File: config.mk
export PLATFORM = sky130hd
export DESIGN_NAME = ahb_tdes_reg_if
export DESIGN_NICKNAME = d
export VERILOG_FILES = /design/src/rtl/tdes_pkg.sv /design/src/rtl/tdes_result_fifo.sv /design/src/rtl/ahb_tdes_reg_if.sv
export SDC_FILE = /design/constraint.sdc
export NUM_CORES = 1
export LEC_CHECK = 0
export ABC_CLOCK_PERIOD_IN_PS = 22500
export BUFFER_PORTS_ARGS = -buffer_cell sky130_fd_sc_hd__buf_2
export CELL_PAD_IN_SITES_DETAIL_PLACEMENT = 0
export CELL_PAD_IN_SITES_GLOBAL_PLACEMENT = 1
export CORE_AREA = 2 2 209 263
export CTS_CLUSTER_DIAMETER = 30
export DETAILED_ROUTE_END_ITERATION = 6
export DIE_AREA = 0 0 211 265
export PLACE_DENSITY = 0.76
export SLEW_MARGIN = 20
export SYNTH_ARGS = -nofsm -noshare
export SYNTH_HDL_FRONTEND = slang
export SYNTH_SLANG_ARGS = --single-unit
File: constraint.sdc
create_clock -name HCLK -period 22.5 [get_ports HCLK]
set_input_delay 1.125 -clock HCLK [delete_from_list [all_inputs] [get_ports HCLK]]
set_output_delay 1.125 -clock HCLK [all_outputs]
set_load 0.05 [all_outputs]
File: src/rtl/tdes_pkg.sv
// Register map, default window base and STATUS bit layout shared by the
// AHB-Lite 3DES register interface and its result FIFO.
package tdes_pkg;

    typedef enum logic [3:0] {
        TDES_OFF_CTRL   = 4'd0,
        TDES_OFF_KEY1   = 4'd1,
        TDES_OFF_KEY2   = 4'd2,
        TDES_OFF_KEY3   = 4'd3,
        TDES_OFF_DIN    = 4'd4,
        TDES_OFF_DOUT   = 4'd5,
        TDES_OFF_STATUS = 4'd6
    } tdes_off_e;

    localparam logic [31:0] TDES_BASE_ADDR = 32'hAAAAAAA0;

    // STATUS = {out_count, in_pending, key_err, out_underflow, out_overflow, in_overflow}
    localparam int TDES_ST_IN_OVF   = 0;
    localparam int TDES_ST_OUT_OVF  = 1;
    localparam int TDES_ST_OUT_UNF  = 2;
    localparam int TDES_ST_KEY_ERR  = 3;
    localparam int TDES_ST_IN_PEND  = 4;
    localparam int TDES_ST_OUT_CNT  = 5;

endpackage

File: src/rtl/tdes_result_fifo.sv
// Synchronous result FIFO between the 3DES core and the bus. A push while full
// is only taken when a pop frees the head slot in the same cycle.
module tdes_result_fifo #(
    parameter int DEPTH = 4,
    parameter int WIDTH = 64
) (
    input  logic                     clk,
    input  logic                     rst,
    input  logic                     push,
    input  logic                     pop,
    input  logic [WIDTH-1:0]         din,
    output logic [WIDTH-1:0]         dout,
    output logic                     full,
    output logic                     empty,
    output logic [$clog2(DEPTH):0]   count
);

    localparam int AW = $clog2(DEPTH);
    localparam logic [AW:0] DEPTH_CNT = (AW+1)'(DEPTH);

    logic [WIDTH-1:0] mem [DEPTH];
    logic [AW-1:0]    wr_ptr;
    logic [AW-1:0]    rd_ptr;
    logic             push_en;
    logic             pop_en;

    assign full    = (count == DEPTH_CNT);
    assign empty   = (count == '0);
    assign pop_en  = pop & ~empty;
    assign push_en = push & (~full | pop_en);
    assign dout    = mem[rd_ptr];

    always_ff @(posedge clk or posedge rst) begin
        if (rst) begin
            wr_ptr <= '0;
            rd_ptr <= '0;
            count  <= '0;
            for (int i = 0; i < DEPTH; i++) begin
                mem[i] <= '0;
            end
        end else begin
            if (push_en) begin
                mem[wr_ptr] <= din;
                wr_ptr      <= wr_ptr + AW'(1);
            end
            if (pop_en) begin
                rd_ptr <= rd_ptr + AW'(1);
            end
            case ({push_en, pop_en})
                2'b10:   count <= count + (AW+1)'(1);
                2'b01:   count <= count - (AW+1)'(1);
                default: count <= count;
            endcase
        end
    end

endmodule

File: src/rtl/ahb_tdes_reg_if.sv
// AHB-Lite slave register front end for the 3DES core: mode/key registers,
// one-entry input block, result FIFO and sticky STATUS. Macro TDES_ERR_RESP_EN
// enables a one-cycle HRESP error on faulting data phases.
module ahb_tdes_reg_if
    import tdes_pkg::*;
#(
    parameter logic [31:0] BASE_ADDR = TDES_BASE_ADDR,
    parameter int          OUT_DEPTH = 4
) (
    input  logic        HCLK,
    input  logic        HRESET,
    input  logic        HSEL,
    input  logic        HREADY,
    input  logic        HWRITE,
    input  logic [1:0]  HTRANS,
    input  logic [2:0]  HSIZE,
    input  logic [31:0] HADDR,
    input  logic [63:0] HWDATA,
    output logic [63:0] HRDATA,
    output logic        HRESP,
    output logic        core_encrypt,
    output logic [63:0] core_key1,
    output logic [63:0] core_key2,
    output logic [63:0] core_key3,
    output logic [63:0] core_data_in,
    output logic        core_in_valid,
    input  logic        core_in_ready,
    input  logic [63:0] core_data_out,
    input  logic        core_out_valid
);

    localparam int CW = $clog2(OUT_DEPTH) + 1;

    logic [3:0]    addr_q;
    logic          write_q;
    logic          act_q;
    logic          hit_q;
    logic          encrypt_q;
    logic [63:0]   key1_q, key2_q, key3_q;
    logic [63:0]   in_buf;
    logic          in_pending;
    logic          in_ovf, out_ovf, out_unf, key_err;
    logic          sel_ctrl, sel_key1, sel_key2, sel_key3;
    logic          sel_din, sel_dout, sel_status, sel_unmapped;
    logic          in_accept, din_wr, din_drop, key_wr, key_block;
    logic          dout_rd, dout_unf, status_wr, push_drop;
    logic          fifo_pop, fifo_full, fifo_empty;
    logic [63:0]   fifo_head;
    logic [CW-1:0] fifo_count;
    logic [63:0]   status_word;
    logic          unused_inputs;

    assign unused_inputs = ^{HSIZE, HTRANS[0]};

    always_ff @(posedge HCLK or posedge HRESET) begin
        if (HRESET) begin
            act_q   <= 1'b0;
            write_q <= 1'b0;
            hit_q   <= 1'b0;
            addr_q  <= '0;
        end else begin
            act_q <= HSEL & HREADY & HTRANS[1];
            if (HSEL & HREADY & HTRANS[1]) begin
                addr_q  <= HADDR[3:0];
                write_q <= HWRITE;
                hit_q   <= (HADDR[31:4] == BASE_ADDR[31:4]);
            end
        end
    end

    // Anything outside the window or past STATUS is treated as unmapped.
    always_comb begin
        sel_ctrl     = 1'b0;
        sel_key1     = 1'b0;
        sel_key2     = 1'b0;
        sel_key3     = 1'b0;
        sel_din      = 1'b0;
        sel_dout     = 1'b0;
        sel_status   = 1'b0;
        sel_unmapped = 1'b0;
        if (act_q) begin
            if (!hit_q) begin
                sel_unmapped = 1'b1;
            end else begin
                case (addr_q)
                    TDES_OFF_CTRL:   sel_ctrl   = 1'b1;
                    TDES_OFF_KEY1:   sel_key1   = 1'b1;
                    TDES_OFF_KEY2:   sel_key2   = 1'b1;
                    TDES_OFF_KEY3:   sel_key3   = 1'b1;
                    TDES_OFF_DIN:    sel_din    = 1'b1;
                    TDES_OFF_DOUT:   sel_dout   = 1'b1;
                    TDES_OFF_STATUS: sel_status = 1'b1;
                    default:         sel_unmapped = 1'b1;
                endcase
            end
        end
    end

    assign in_accept = in_pending & core_in_ready;
    assign din_wr    = sel_din & write_q;
    assign din_drop  = din_wr & in_pending & ~core_in_ready;
    assign key_wr    = (sel_ctrl | sel_key1 | sel_key2 | sel_key3) & write_q;
    assign key_block = key_wr & in_pending;
    assign dout_rd   = sel_dout & ~write_q;
    assign fifo_pop  = dout_rd & ~fifo_empty;
    assign dout_unf  = dout_rd & fifo_empty;
    assign status_wr = sel_status & write_q;
    assign push_drop = core_out_valid & fifo_full & ~fifo_pop;

    // Sticky flags: a STATUS write clears them, but an event in the same cycle wins.
    always_ff @(posedge HCLK or posedge HRESET) begin
        if (HRESET) begin
            encrypt_q  <= 1'b0;
            key1_q     <= '0;
            key2_q     <= '0;
            key3_q     <= '0;
            in_buf     <= '0;
            in_pending <= 1'b0;
            in_ovf     <= 1'b0;
            out_ovf    <= 1'b0;
            out_unf    <= 1'b0;
            key_err    <= 1'b0;
        end else begin
            if (write_q && !in_pending) begin
                if (sel_ctrl) encrypt_q <= HWDATA[0];
                if (sel_key1) key1_q    <= HWDATA;
                if (sel_key2) key2_q    <= HWDATA;
                if (sel_key3) key3_q    <= HWDATA;
            end
            if (din_wr && (!in_pending || core_in_ready)) begin
                in_buf     <= HWDATA;
                in_pending <= 1'b1;
            end else if (in_accept) begin
                in_pending <= 1'b0;
            end
            if (status_wr) begin
                in_ovf  <= 1'b0;
                out_ovf <= 1'b0;
                out_unf <= 1'b0;
                key_err <= 1'b0;
            end
            if (din_drop)  in_ovf  <= 1'b1;
            if (push_drop) out_ovf <= 1'b1;
            if (dout_unf)  out_unf <= 1'b1;
            if (key_block) key_err <= 1'b1;
        end
    end

    tdes_result_fifo #(
        .DEPTH (OUT_DEPTH),
        .WIDTH (64)
    ) u_result_fifo (
        .clk   (HCLK),
        .rst   (HRESET),
        .push  (core_out_valid),
        .pop   (fifo_pop),
        .din   (core_data_out),
        .dout  (fifo_head),
        .full  (fifo_full),
        .empty (fifo_empty),
        .count (fifo_count)
    );

    always_comb begin
        status_word                          = '0;
        status_word[TDES_ST_IN_OVF]          = in_ovf;
        status_word[TDES_ST_OUT_OVF]         = out_ovf;
        status_word[TDES_ST_OUT_UNF]         = out_unf;
        status_word[TDES_ST_KEY_ERR]         = key_err;
        status_word[TDES_ST_IN_PEND]         = in_pending;
        status_word[TDES_ST_OUT_CNT +: CW]   = fifo_count;
    end

    always_comb begin
        HRDATA = '0;
        if (!write_q) begin
            if (sel_ctrl)   HRDATA = {63'b0, encrypt_q};
            if (sel_key1)   HRDATA = key1_q;
            if (sel_key2)   HRDATA = key2_q;
            if (sel_key3)   HRDATA = key3_q;
            if (sel_dout)   HRDATA = fifo_empty ? 64'd0 : fifo_head;
            if (sel_status) HRDATA = status_word;
        end
    end

`ifdef TDES_ERR_RESP_EN
    assign HRESP = din_drop | dout_unf | key_block | sel_unmapped;
`else
    logic unused_unmapped;
    assign unused_unmapped = sel_unmapped;
    assign HRESP = 1'b0;
`endif

    assign core_encrypt  = encrypt_q;
    assign core_key1     = key1_q;
    assign core_key2     = key2_q;
    assign core_key3     = key3_q;
    assign core_data_in  = in_buf;
    assign core_in_valid = in_pending;

endmodule
==> flow_summary.json <==
{
  "cellLeakagePower_nw": 14.61,
  "hpwlAfterDp_mm": 43.27,
  "final_area_sq_um": 30840,
  "synthSimpleGateAreaFrac_pct": 2.501,
  "post_synth_num_cell_types": 48,
  "synth-compound-area-share_pct": 4.845,
  "worstPathMaxFanout": 56,
  "cts_hold_buf": 0,
  "slew_viol_final": 0,
  "cts_setup_buffers": 0,
  "dp.cells": 2651,
  "grt_pass1_vias": 17390,
  "cts_sinks": 532,
  "antenna_found_initial": 23,
  "worst-setup-path-type": "reg -> out",
  "grt_max_degree": 171,
  "cpMostUsedCell": "buf_4",
  "area_delta_synth_final_pct": 29.24,
  "power_density_nw_per_um2": 121.1,
  "detail-route-antenna-nets": 0,
  "synth_top_family_by_area": "multiplexers",
  "setup_viol": 0,
  "die_width_um": 211,
  "clk_latency_ns": 0.65,
  "netlist_area_sq_um": 23860,
  "ys_seq_area_share_pct": 55.79,
  "tightest_slew_ns": 1.057,
  "synth_cells": 1572,
  "cts_tree": "yes",
  "seqCellArea_sq_um": 13330,
  "nNetsFinal": 2261,
  "synth_edf_count": 0,
  "gp_congestion": 0.7930,
  "yosys_warnings": 0,
  "async_flop_share_pct": 100.0,
  "fp.dieH_um": 265,
  "coreArea_sq_um": 53370,
  "cts_made_buffers": 108,
  "holdWs_ns": 0.4846,
  "period_minus_slack_ns": 5.216,
  "grt.met2_usage_pct": 44.39,
  "multi_input_area_sq_um": 9950,
  "h-tree-depth": 3,
  "crit_path_top_delay_cell": "dfrtp_4",
  "cp_cell_sequence": "buf_4, nor2b_1, nand2_1, nand2b_2, buf_4, nor2_1, buf_2",
  "hold_viol": 0,
  "relSlewSlack_pct": 29.56,
  "initial_core_util_pct": 44.71,
  "fin_tns_setup_ns": 0,
  "synth_adder_area_share_pct": 0.3461,
  "ctsResizeCount": 0,
  "met1_usage_pct": 27.72,
  "drc": 0,
  "grt_most_used_layer": "met2",
  "fillCellCount": 4359,
  "post_drt_wl_per_cell_um": 23.73,
  "critPathArrivalTime_ns": 4.09,
  "slowest_delay_ns": 0.78,
  "end_kind": "primary output",
  "hp-class": "reg -> reg",
  "status": "complete, no violations",
  "min_period_over_period_pct": 23.18,
  "dr.first_iter.drc_count": 896,
  "fmax_ghz": 0.1917,
  "final.setup_skew_ns": 0.03131,
  "drv_cap": 0,
  "synth_area_per_cell_sq_um": 15.18,
  "synth-seq-cells": 532,
  "placed_area_sq_um": 26790,
  "first_pass_iters": 5,
  "crit_path_start_kind": "flip-flop",
  "synth_mux_area_share_pct": 33.56,
  "vias_per_cell": 5.523,
  "clock-root-buffer": "clkbuf_16",
  "grt_usage_pct": 24.58,
  "overflow": 0,
  "rsz0062_at_grt": "false",
  "path_clk_slew_ns": 0.04,
  "stdcell_count": 2873,
  "synth_fp_nets": 1750,
  "drive_above_1_share_pct": 59.64,
  "vias": 15870,
  "grt_pass1_wl_mm": 104.4,
  "io_buffers": 489,
  "clock_path_buffers": 3,
  "synth-xor-area-share_pct": 0.2202,
  "die_area_sq_um": 55920,
  "grt_use_met3_pct": 5.556,
  "p_total_mw": 3.736,
  "crit_required_ns": 21.38,
  "boundaryPins": 495,
  "rows": 95,
  "max-vdd-ir-drop_mv": 0.07187,
  "drt_wl_total_mm": 68.18,
  "synth_flop_cell": "dfrtp_1"
}
layout make-up:
type                       count  area share (%)
antenna                       16          0.1298
clock buffer                 138           9.915
clock inverter                67           3.002
inverter                       9          0.1339
multi-input combinational    921           32.26
sequential                   532           43.21
tap                          679           2.755
timing repair buffer         511           8.589
final timing paths:
check	start	endpoint	slack (ns)	cells after the start
max	addr_q[1]	HRDATA[57]	17.28	7
max in group asynchronous	HRESET	u_result_fifo.mem[92]	19.82	4
min in group asynchronous	HRESET	core_key1[55]	0.57	2
min	u_result_fifo.mem[138]	u_result_fifo.mem[138]	0.48	1
max reg2reg	addr_q[1]	u_result_fifo.mem[133]	18.74	6
min reg2reg	u_result_fifo.mem[138]	u_result_fifo.mem[138]	0.48	1
layer usage:
layer  routed length [um]  vias to the layer above
li1                     -                     6956
met1                25970                     8360
met2                36750                      429
met3                 3572                      112
met4                 1806                       12
met5                   78                        -
sequential cells by signal, indices dropped and copies added (netlist names):
signal	flops
out_ovf	1
core_key2	64
core_key3	64
core_in_valid	1
out_unf	1
core_encrypt	1
addr_q	4
core_key1	64
write_q	1
in_ovf	1
u_result_fifo.wr_ptr	2
u_result_fifo.count	3
u_result_fifo.mem	256
hit_q	1
key_err	1
u_result_fifo.rd_ptr	2
act_q	1
core_data_in	64
logic make-up after synthesis:
group,count (synthesis)
other,1
adders and majority gates,6
and+or+nand+nor,116
muxes,647
buffers and inverters,119
DFF,532
xor gates and xnor gates,6
AOI/OAI and AO/OA,145
cells in the final DEF (no fill, tap or decap), drive strengths merged, types with 4 or more instances in the layout:
master,n
nand2,14
diode,16
clkbuf,138
nand2b,4
inv,17
mux2,574
ha,5
mux4,65
a22oi,57
mux2i,8
nor2,65
a21oi,7
bufinv,17
dfrtp,532
a22o,56
clkinv,26
buf,511
clkinvlp,16
nor3,10
a211oi,16
synthesized netlist by cell type, types with 4 or more instances:
| master | instances | share of area, % |
|---|---|---|
| buf_2 | 16 | 0.34 |
| buf_1 | 9 | 0.14 |
| nand2_4 | 4 | 0.19 |
| inv_1 | 9 | 0.14 |
| a21oi_1 | 7 | 0.15 |
| a22o_1 | 56 | 2.1 |
| mux2_1 | 68 | 3.2 |
| nand2b_1 | 4 | 0.10 |
| mux4_2 | 65 | 6.1 |
| clkbuf_1 | 60 | 0.94 |
| nand2_1 | 10 | 0.16 |
| buf_6 | 24 | 1.1 |
| mux2_2 | 506 | 24 |
| a22oi_1 | 57 | 1.8 |
| a211oi_1 | 16 | 0.50 |
| ha_1 | 5 | 0.26 |
| mux2i_1 | 8 | 0.34 |
| dfrtp_1 | 532 | 56 |
| nor2_1 | 65 | 1.0 |
| nor3_1 | 9 | 0.19 |
stage by stage:
step                      worst slack, ns  utilization [%]
after CTS                           17.18            57.65
after floorplan                     6.508                -
final                               17.28            57.79
after global placement              17.90            50.17
after global routing                17.12            57.78
after detailed placement            17.88            50.19
report_power, final:
part | internal [mW] | switching [mW]
combinational | 0.367 | 0.313
sequential | 1.22 | 0.136
clock | 1.16 | 0.546
total | 2.74 | 0.995
critical path: cells and delay by family, from the launching register on:
family / cells / cell delay [ns]
and+or+nand+nor: 4 / 1.03
DFF: 1 / 0.78
buffers and inverters: 3 / 1.58
No activity file was read; power rests on OpenSTA's default activity.
